<file path="config.mk">
export PLATFORM = sky130hd
export DESIGN_NAME = debounce_multi_flat
export DESIGN_NICKNAME = d
export VERILOG_FILES = /design/src/rtl/debounce_multi_if.sv /design/src/rtl/debounce_multi.sv /design/src/flat_wrapper.sv
export SDC_FILE = /design/constraint.sdc
export NUM_CORES = 1
export LEC_CHECK = 0
export CORE_ASPECT_RATIO = 1.75
export CORE_UTILIZATION = 64
export DETAILED_ROUTE_END_ITERATION = 10
export HOLD_SLACK_MARGIN = 0.08
export PLACE_DENSITY = 0.85
export SLEW_MARGIN = 20
export SYNTH_ARGS = -nofsm -noshare
export SYNTH_HDL_FRONTEND = slang
export SYNTH_SLANG_ARGS = --single-unit
</file>
<file path="constraint.sdc">
create_clock -name clk -period 8.5 [get_ports clk]
set_clock_uncertainty 0.2 [all_clocks]
set_input_delay 1.7 -clock clk [delete_from_list [all_inputs] [get_ports clk]]
set_output_delay 1.7 -clock clk [all_outputs]
set_load 0.005 [all_outputs]
</file>
<file path="src/rtl/debounce_multi_if.sv">
// Bundle of pin-side and filtered-side signals for the multi-channel debouncer.
//   din      raw asynchronous button/switch levels (WIDTH)
//   dout     debounced levels (WIDTH)
//   rise_p   1-cycle pulse on dout 0->1 (WIDTH)
//   fall_p   1-cycle pulse on dout 1->0 (WIDTH)
//   long_p   1-cycle pulse after dout held 1 for HOLD_MAX cycles (WIDTH)
//   any_chg  OR of all rise_p/fall_p bits
// master: board/stimulus side; slave: the debouncer.
interface debounce_multi_if #(
  parameter int unsigned WIDTH = 4
);
  logic [WIDTH-1:0] din;
  logic [WIDTH-1:0] dout;
  logic [WIDTH-1:0] rise_p;
  logic [WIDTH-1:0] fall_p;
  logic [WIDTH-1:0] long_p;
  logic             any_chg;

  modport master (
    output din,
    input  dout, rise_p, fall_p, long_p, any_chg
  );

  modport slave (
    input  din,
    output dout, rise_p, fall_p, long_p, any_chg
  );
endinterface

</file>
<file path="src/rtl/debounce_multi.sv">
// Multi-channel button/switch debouncer.
// Each channel: SYNC_STAGES-deep synchroniser, then a stable-count filter that accepts a new
// level only after it has been seen for CNT_MAX consecutive cycles. Registered rise/fall
// pulses accompany each accepted change; optional long-press pulse after HOLD_MAX cycles high.
// Ports:
//   clk  system clock
//   rst  asynchronous reset, active-high
//   bus  debounce_multi_if.slave (din in; dout, rise_p, fall_p, long_p, any_chg out)
module debounce_multi #(
  parameter int unsigned WIDTH       = 4,
  parameter int unsigned CNT_MAX     = 100000,
  parameter int unsigned SYNC_STAGES = 2,
  parameter int unsigned HOLD_MAX    = 0,
  parameter bit          RST_VAL     = 1'b0
) (
  input logic             clk,
  input logic             rst,
  debounce_multi_if.slave bus
);

  // Counter only ever reaches CNT_MAX-1, so $clog2(CNT_MAX) bits never wrap.
  localparam int unsigned CntW = (CNT_MAX > 2) ? $clog2(CNT_MAX) : 1;

  logic [WIDTH-1:0] dout;
  logic [WIDTH-1:0] rise;
  logic [WIDTH-1:0] fall;
  logic [WIDTH-1:0] long_pulse;

  for (genvar g = 0; g < WIDTH; g++) begin : g_ch
    logic [SYNC_STAGES-1:0] sync_q;
    logic [CntW-1:0]        cnt_q;
    logic                   dout_q;
    logic                   rise_q;
    logic                   fall_q;
    logic                   s;

    assign s = sync_q[SYNC_STAGES-1];

    always_ff @(posedge clk or posedge rst) begin
      if (rst) begin
        sync_q <= {SYNC_STAGES{RST_VAL}};
        cnt_q  <= '0;
        dout_q <= RST_VAL;
        rise_q <= 1'b0;
        fall_q <= 1'b0;
      end else begin
        sync_q <= {sync_q[SYNC_STAGES-2:0], bus.din[g]};
        rise_q <= 1'b0;
        fall_q <= 1'b0;
        if (s == dout_q) begin
          // Stable, or a glitch ended mid-check: restart from zero.
          cnt_q <= '0;
        end else if (cnt_q == CntW'(CNT_MAX - 1)) begin
          dout_q <= s;
          cnt_q  <= '0;
          rise_q <= s;
          fall_q <= ~s;
        end else begin
          cnt_q <= cnt_q + 1'b1;
        end
      end
    end

    assign dout[g] = dout_q;
    assign rise[g] = rise_q;
    assign fall[g] = fall_q;

    if (HOLD_MAX > 0) begin : g_hold
      // hold saturates at HOLD_MAX so long_p fires exactly once per press.
      localparam int unsigned HoldW = (HOLD_MAX > 1) ? $clog2(HOLD_MAX + 1) : 1;
      logic [HoldW-1:0] hold_q;
      logic             long_q;

      always_ff @(posedge clk or posedge rst) begin
        if (rst) begin
          hold_q <= '0;
          long_q <= 1'b0;
        end else begin
          long_q <= 1'b0;
          if (!dout_q) begin
            hold_q <= '0;
          end else if (hold_q != HoldW'(HOLD_MAX)) begin
            hold_q <= hold_q + 1'b1;
            long_q <= (hold_q == HoldW'(HOLD_MAX - 1));
          end
        end
      end

      assign long_pulse[g] = long_q;
    end else begin : g_no_hold
      assign long_pulse[g] = 1'b0;
    end
  end

  assign bus.dout    = dout;
  assign bus.rise_p  = rise;
  assign bus.fall_p  = fall;
  assign bus.long_p  = long_pulse;
  assign bus.any_chg = |(rise | fall);

endmodule
</file>
<file path="src/flat_wrapper.sv">
// flat-port wrapper written by rule: the top's interface ports become plain ports
module debounce_multi_flat 
#(
  parameter int unsigned WIDTH       = 4,
  parameter int unsigned CNT_MAX     = 100000,
  parameter int unsigned SYNC_STAGES = 2,
  parameter int unsigned HOLD_MAX    = 0,
  parameter bit          RST_VAL     = 1'b0
)
  (clk, rst, bus_din, bus_dout, bus_rise_p, bus_fall_p, bus_long_p, bus_any_chg);
  debounce_multi_if #(.WIDTH(WIDTH)) bus_i ();
  input logic clk;
  input logic rst;
  input wire logic [$bits(bus_i.din)-1:0] bus_din;
  output wire logic [$bits(bus_i.dout)-1:0] bus_dout;
  output wire logic [$bits(bus_i.rise_p)-1:0] bus_rise_p;
  output wire logic [$bits(bus_i.fall_p)-1:0] bus_fall_p;
  output wire logic [$bits(bus_i.long_p)-1:0] bus_long_p;
  output wire logic [$bits(bus_i.any_chg)-1:0] bus_any_chg;
  assign bus_i.din = bus_din;
  assign bus_dout = bus_i.dout;
  assign bus_rise_p = bus_i.rise_p;
  assign bus_fall_p = bus_i.fall_p;
  assign bus_long_p = bus_i.long_p;
  assign bus_any_chg = bus_i.any_chg;
  debounce_multi #(.WIDTH(WIDTH), .CNT_MAX(CNT_MAX), .SYNC_STAGES(SYNC_STAGES), .HOLD_MAX(HOLD_MAX), .RST_VAL(RST_VAL)) u_core (.clk(clk), .rst(rst), .bus(bus_i));
endmodule
</file>
[Word-level counts from Yosys, hierarchy flattened]
Index checks and enable logic that the tools add are counted.
Word-level totals
  bits in registers: 88
  input bits: 6
  output and inout bits: 17
Cells by class
  bitwise gates (word level): 9
  equal/unequal tests: 8
  muxes and demuxes: 24
  reductions and logical operators: 5
  add/subtract/negate cells: 4
Operator list (number)
  two-way mux 17 bit: 8
  adder 17 x 1 -> 17 bit (second input constant): 4
  == test 17 bit (second input constant): 4
  two-way mux 1 bit: 16
  NOT 1 bit: 8
  AND reduction 2 bit: 4
  == test 1 bit: 4
  OR 4 bit: 1
  OR reduction 4 bit: 1

[Longest topological paths before layout]
Gate-level depths: netlist of run 1.
  word-level depth: 3
  gate-level depth with buffers: 7
  depth with buffers taken out: 5

[Worst setup path after synthesis of run 1]
Ideal clock, no wire load.
  path kind: register to output
  from: register u_core.g_ch[0].fall_q
  to: output port bus_any_chg
  stages on the path, launching flop included: 3
  data required time: 6.600 ns
  path buffers: 0
  setup slack: 5.905 ns
  data arrival time: 0.695 ns
  cells stage by stage: dfrtp_1 -> nor4_1 -> nand2_1
On the way
  cells in the longest elaborated chain, start to end: 2
Ends and longest elaborated chain
  start: declaration: line debounce_multi.sv:34  | logic fall_q;
  start signal: assignment: line debounce_multi.sv:57  | fall_q <= ~s;
  OR 4 bit: line debounce_multi.sv:99  | assign bus.any_chg = |(rise | fall);
  OR reduction 4 bit: line debounce_multi.sv:99
  end: declaration: line flat_wrapper.sv:19  | output wire logic [$bits(bus_i.any_chg)-1:0] bus_any_chg;
No other way between the ends.

[Final worst setup path of run 1]
Same ends and word-level chain as after synthesis.

==> results of run 1 <==
==> final cells by class <==
cell class / count / area [µm²]
sequential: 88 / 2200
fill: 443 / 1750
timing repair buffer: 19 / 191
multi-input combinational: 286 / 1770
clock buffer: 10 / 138
clock inverter: 6 / 40.0
inverter: 11 / 42.5
tap: 80 / 100
==> worst paths after layout <==
check                                            to  slack (ps)
setup / recovery                        bus_any_chg        5030
min in group asynchronous  u_core.g_ch[2].cnt_q[10]        1660
hold / removal             u_core.g_ch[1].sync_q[1]         160
setup reg to reg              u_core.g_ch[0].rise_q        6260
hold reg to reg            u_core.g_ch[1].sync_q[1]         160
max in group asynchronous  u_core.g_ch[3].sync_q[1]        5920
==> report_power, final <==
part / internal, W / switching (W)
clock network: 0.000115 / 0.000147
logic: 0.00000797 / 0.0000172
registers: 0.000425 / 0.00000747
total: 0.000547 / 0.000172
==> cell families after synthesis <==
| group | after synthesis | share of synthesized area |
|---|---|---|
| simple gates | 204 | 0.259 |
| buf+inv | 33 | 0.0464 |
| xor+xnor | 58 | 0.122 |
| other cells | 1 | 0.000903 |
| compound gates | 12 | 0.0175 |
| fa+ha+maj | 4 | 0.0121 |
| mux | 4 | 0.0117 |
| flops | 88 | 0.530 |
==> cells in the mapped netlist, types with 8 or more instances <==
cell type | count | area (µm²)
buf_4 | 16 | 120
nor4_1 | 13 | 81.3
nor2_1 | 68 | 255
dfrtp_1 | 88 | 2200
inv_1 | 11 | 41.3
nor3_1 | 16 | 80.1
nand2_1 | 25 | 93.8
xor2_1 | 19 | 166
nand4_1 | 23 | 144
nand3_1 | 20 | 100
nor3b_1 | 8 | 60.1
xnor2_1 | 39 | 342
==> sequential cells by signal, summed over array words and instances (netlist names) <==
name / flops
u_core.g_ch.sync_q: 8
u_core.g_ch.fall_q: 4
u_core.g_ch.cnt_q: 68
u_core.g_ch.rise_q: 4
u_core.g_ch.dout_q: 4
==> metrics by stage <==
step	setup slack, ps	utilization
after global routing	4940	0.720
after CTS	5030	0.719
final	5030	0.720
after global placement	5210	0.691
after floorplan	4320	-
after detailed placement	5170	0.691
==> worst max-delay path, cell delays in order, from the launching register on <==
cell	delay, ps
dfrtp_1	380
nor4_1	310
nand2_1	80
clkdlybuf4s50_1	440
==> metal layers <==
layer | wire [µm] | share of wire
met1 | 3080 | 0.42
met2 | 3860 | 0.53
met3 | 200 | 0.027
met4 | 185 | 0.025
met5 | 0 | 0
==> impl_metrics.toml, run 1 <==
[clock_tree]
cts-resized-gates = 0
path_clk_slew_ps = 80
worst_skew_pair.late_latency_ps = 370
cts_root_buf = "clkbuf_8"
cts_tree = "yes"
htreeDepth = 3
clk_path_buf_depth = 2
clkSinkCount = 88
cts_hold_buf = 0
cts_buffers = 9
postCtsSetupBuffers = 0

[drt]
viasPerCell = 5.81
drt.antenna.violating_nets = 0
drt_pass1_iterations = 4
num_vias = 2904
drt_wl_total_um = 7330
drc_errors = 0
wire_per_inst_um = 14.7
first_iter_violations = 246

[timing]
fmax_mhz = 288
maxSlewHeadroom = 0.501
hold_viol = 0
tightest_slew_ps = 748
post-route-period-util = 0.408
rsz0062_at_grt = "false"
tns_ps = 0
period_needed_ps = 3470
slew_violations = 0
hold_ws_ps = 162
final-setup-viol-count = 0

[logic_synthesis]
ys.flop_type = "dfrtp_1"
yosysUniqueCellTypes = 34
async_flop_share = 1.00
ys_seq_elements = 88
syn-instance-count = 404
synthesis.area_um2 = 4150
syn-mean-instance-area_um2 = 10.3
synth_warnings = 0
synth_enable_flop_cells = 0
seq_area_frac_synth = 0.530

[finish]
layout_commonest_cell = "dfrtp_1"
layout_common_cells = "88 x dfrtp_1, 68 x nor2_1, 39 x xnor2_1, 25 x nand2_1, 23 x nand4_1"
areaGrowthSynthToFinish_pct = 7.95
drive_above_1_share = 0.0643
nets = 425
n_antenna_cell = 0
finalInstanceArea_um2 = 4480
finalNonFillerCells = 500

[min_path]
hp-start = "u_core.g_ch[1].sync_q[0]"
hp-class = "reg2reg"
min_path_cells = 0

[die]
die_area_um2 = 6830
ioPinCount = 23
initial_core_util = 0.667
die-width_um = 62.9
rows = 38
coreArea_um2 = 6230
die_y_um = 109

[global_route]
track_usage = 0.244
globalRouteMet3Util = 0.0464
top_usage_layer = "met2"
grt-ovfl-total = 0
first_global_vias = 2900
use_met1 = 0.285
grt_first_pass_wirelength_um = 12700
antenna_found_initial = 0
grt_max_degree = 89
grt_util_met2 = 0.415

[pwr]
p_total_w = 0.000719
leakage_nw = 1.79
ir_drop_uv = 138
power.density_nw_per_um2 = 160

[run]
max-cap-violations = 0

[worst_setup_path]
start_kind = "flip-flop"
r2r_cells = 3
worstSetupStartpoint = "u_core.g_ch[0].fall_q"
cp.required_ps = 6600
arrival_ps = 1570
regToRegStartpoint = "u_core.g_ch[0].cnt_q[12]"
worstSetupPathType = "reg2out"
end_kind = "output pin"
path_max_fanout = 2

[placed_design]
globalplace.congestion = 0.879
placedCellCount = 484
post_dp_cell_area_um2 = 4300
portBuffers = 18
dpl.hpwl_um = 5080

[run_status]
outcome = "finished clean"
No activity file was read; power rests on OpenSTA's default activity.
==> inputs of run 2 (changes only) <==
Settings changed: CORE_UTILIZATION 64 to 54, PLACE_DENSITY 0.85 to 0.76.
Clock period 8.5 ns to 3.08 ns, I/O delays scaled along.
==> run 2 against run 1 <==
Net effect:
- flip-flop and latch count stayed put
- global-route usage is 3.3 points lower
- clock power grew to 3.8 times the previous value
- design area is 2.5% higher
- via count up 0.59%
==> impl_metrics.toml, run 2 (synthesis results as in run 1) <==
[drt]
viasPerCell = 5.75
drt.antenna.violating_nets = 0
num_vias = 2921
first_iter_violations = 180
drt_wl_total_um = 7400
wire_per_inst_um = 14.6
drt_pass1_iterations = 4
drc_errors = 0

[timing]
tns_ps = 0
post-route-period-util = 0.768
rsz0062_at_grt = "false"
hold_viol = 0
slew_violations = 0
period_needed_ps = 2370
final-setup-viol-count = 0
hold_ws_ps = 146
maxSlewHeadroom = 0.649
fmax_mhz = 423
tightest_slew_ps = 525

[global_route]
grt_first_pass_wirelength_um = 12800
first_global_vias = 2860
grt_max_degree = 89
track_usage = 0.211
antenna_found_initial = 0
grt-ovfl-total = 0

[clock_tree]
path_clk_slew_ps = 60
clk_path_buf_depth = 2
cts_tree = "yes"
worst_skew_pair.late_latency_ps = 340
cts-resized-gates = 0
htreeDepth = 3
clkSinkCount = 88
cts_hold_buf = 0
postCtsSetupBuffers = 0
cts_buffers = 9
cts_root_buf = "clkbuf_16"

[finish]
n_antenna_cell = 0
multi_input_area_um2 = 1770
fillers = 636
layout_common_cells = "88 x dfrtp_1, 68 x nor2_1, 39 x xnor2_1, 25 x nand2_1, 23 x nand4_1"
layout_commonest_cell = "dfrtp_1"
drive_above_1_share = 0.0571
areaGrowthSynthToFinish_pct = 10.6
nets = 425
largestRegisters = "u_core.g_ch.cnt_q: 68 flops, u_core.g_ch.sync_q: 8 flops"
largest-register = "u_core.g_ch.cnt_q"
largest_register_ffs = 68
ff_latch_area_um2 = 2200

[pwr]
seq_power_share = 0.531
p_sw_frac = 0.215
combPwrFrac = 0.032
power.internal_w = 0.00176
ir_drop_uv = 332
leakage_nw = 1.83
power.density_nw_per_um2 = 489
power_switching_w = 0.000484
power_frac_clock = 0.437

[die]
rows = 42
die-width_um = 68.3
die_y_um = 118
ioPinCount = 23
initial_core_util = 0.553
die_area_um2 = 8060
coreArea_um2 = 7510

[run]
max-cap-violations = 0

[worst_setup_path]
regToRegStartpoint = "u_core.g_ch[0].cnt_q[12]"
end_kind = "output pin"
worstSetupPathType = "reg2out"
cp.required_ps = 2260
path_max_fanout = 2
start_kind = "flip-flop"
worstSetupStartpoint = "u_core.g_ch[0].fall_q"
arrival_ps = 1550

[min_path]
hp-class = "reg2reg"
hp-start = "u_core.g_ch[1].sync_q[0]"

[run_status]
outcome = "finished clean"

[placed_design]
dpl.hpwl_um = 5040
portBuffers = 18
globalplace.congestion = 0.830
==> run 2: changes by cell type in the layout (fill, tap and decap cells not counted), sizes merged <==
| cell | delta |
|---|---|
| clkinvlp | +1 |
| clkinv | -2 |
| inv | -2 |
| clkbuf | +3 |
==> run 2: per-layer routing <==
layer	vias up	share of wire	global-route usage
met5	-	0	0
met4	0	0.018	0.103
met3	11	0.033	0.0455
met2	58	0.52	0.332
met1	1439	0.43	0.266
li1	1413	-	-
==> run 2: through the flow <==
stage                     total power (W)  utilization  instance area (µm²)  worst slack (ps)  std cells
after detailed placement          0.00129        0.576                 4330               889        492
after global placement            0.00129        0.576                 4330               941        492
final                             0.00225        0.611                 4590               714        508
after global routing              0.00234        0.611                 4590               625        508
after floorplan                   0.00127            -                 4170               958        407
after CTS                         0.00228        0.611                 4590               704        508
==> run 2: area by class of cell <==
| class | count | share of cell area |
|---|---|---|
| Clock buffer | 13 | 0.0545 |
| Inverter | 11 | 0.00980 |
| Sequential cell | 88 | 0.479 |
| Clock inverter | 3 | 0.00381 |
| Tap cell | 88 | 0.0240 |
| Multi-Input combinational cell | 286 | 0.385 |
| Timing Repair Buffer | 19 | 0.0436 |
==> run 2: final timing paths <==
check | endpoint | slack [ps] | cells past startpoint
worst max register to register | u_core.g_ch[0].dout_q | 880 | 3
worst min register to register | u_core.g_ch[1].sync_q[1] | 150 | 0
min in group asynchronous | u_core.g_ch[0].cnt_q[4] | 540 | 3
worst max-delay path | bus_any_chg | 710 | 3
worst min-delay path | u_core.g_ch[1].sync_q[1] | 150 | 0
max in group asynchronous | u_core.g_ch[1].sync_q[1] | 1770 | 3
==> run 2: power groups by stage <==
stage	sequential, W	clock [W]	combinational, W
5_1_grt	0.00120	0.00106	0.0000846
4_1_cts	0.00119	0.00102	0.0000742
3_3_place_gp	0.00121	0	0.0000722
2_1_floorplan	0.00121	0	0.0000567
3_5_place_dp	0.00121	0	0.0000736
6_report	0.00119	0.000983	0.0000714
==> run 2: worst max-delay path: stages, from the launching register on <==
cell and delay (ps):
dfrtp_1 380, nor4_1 310, nand2_1 80, clkdlybuf4s50_1 440
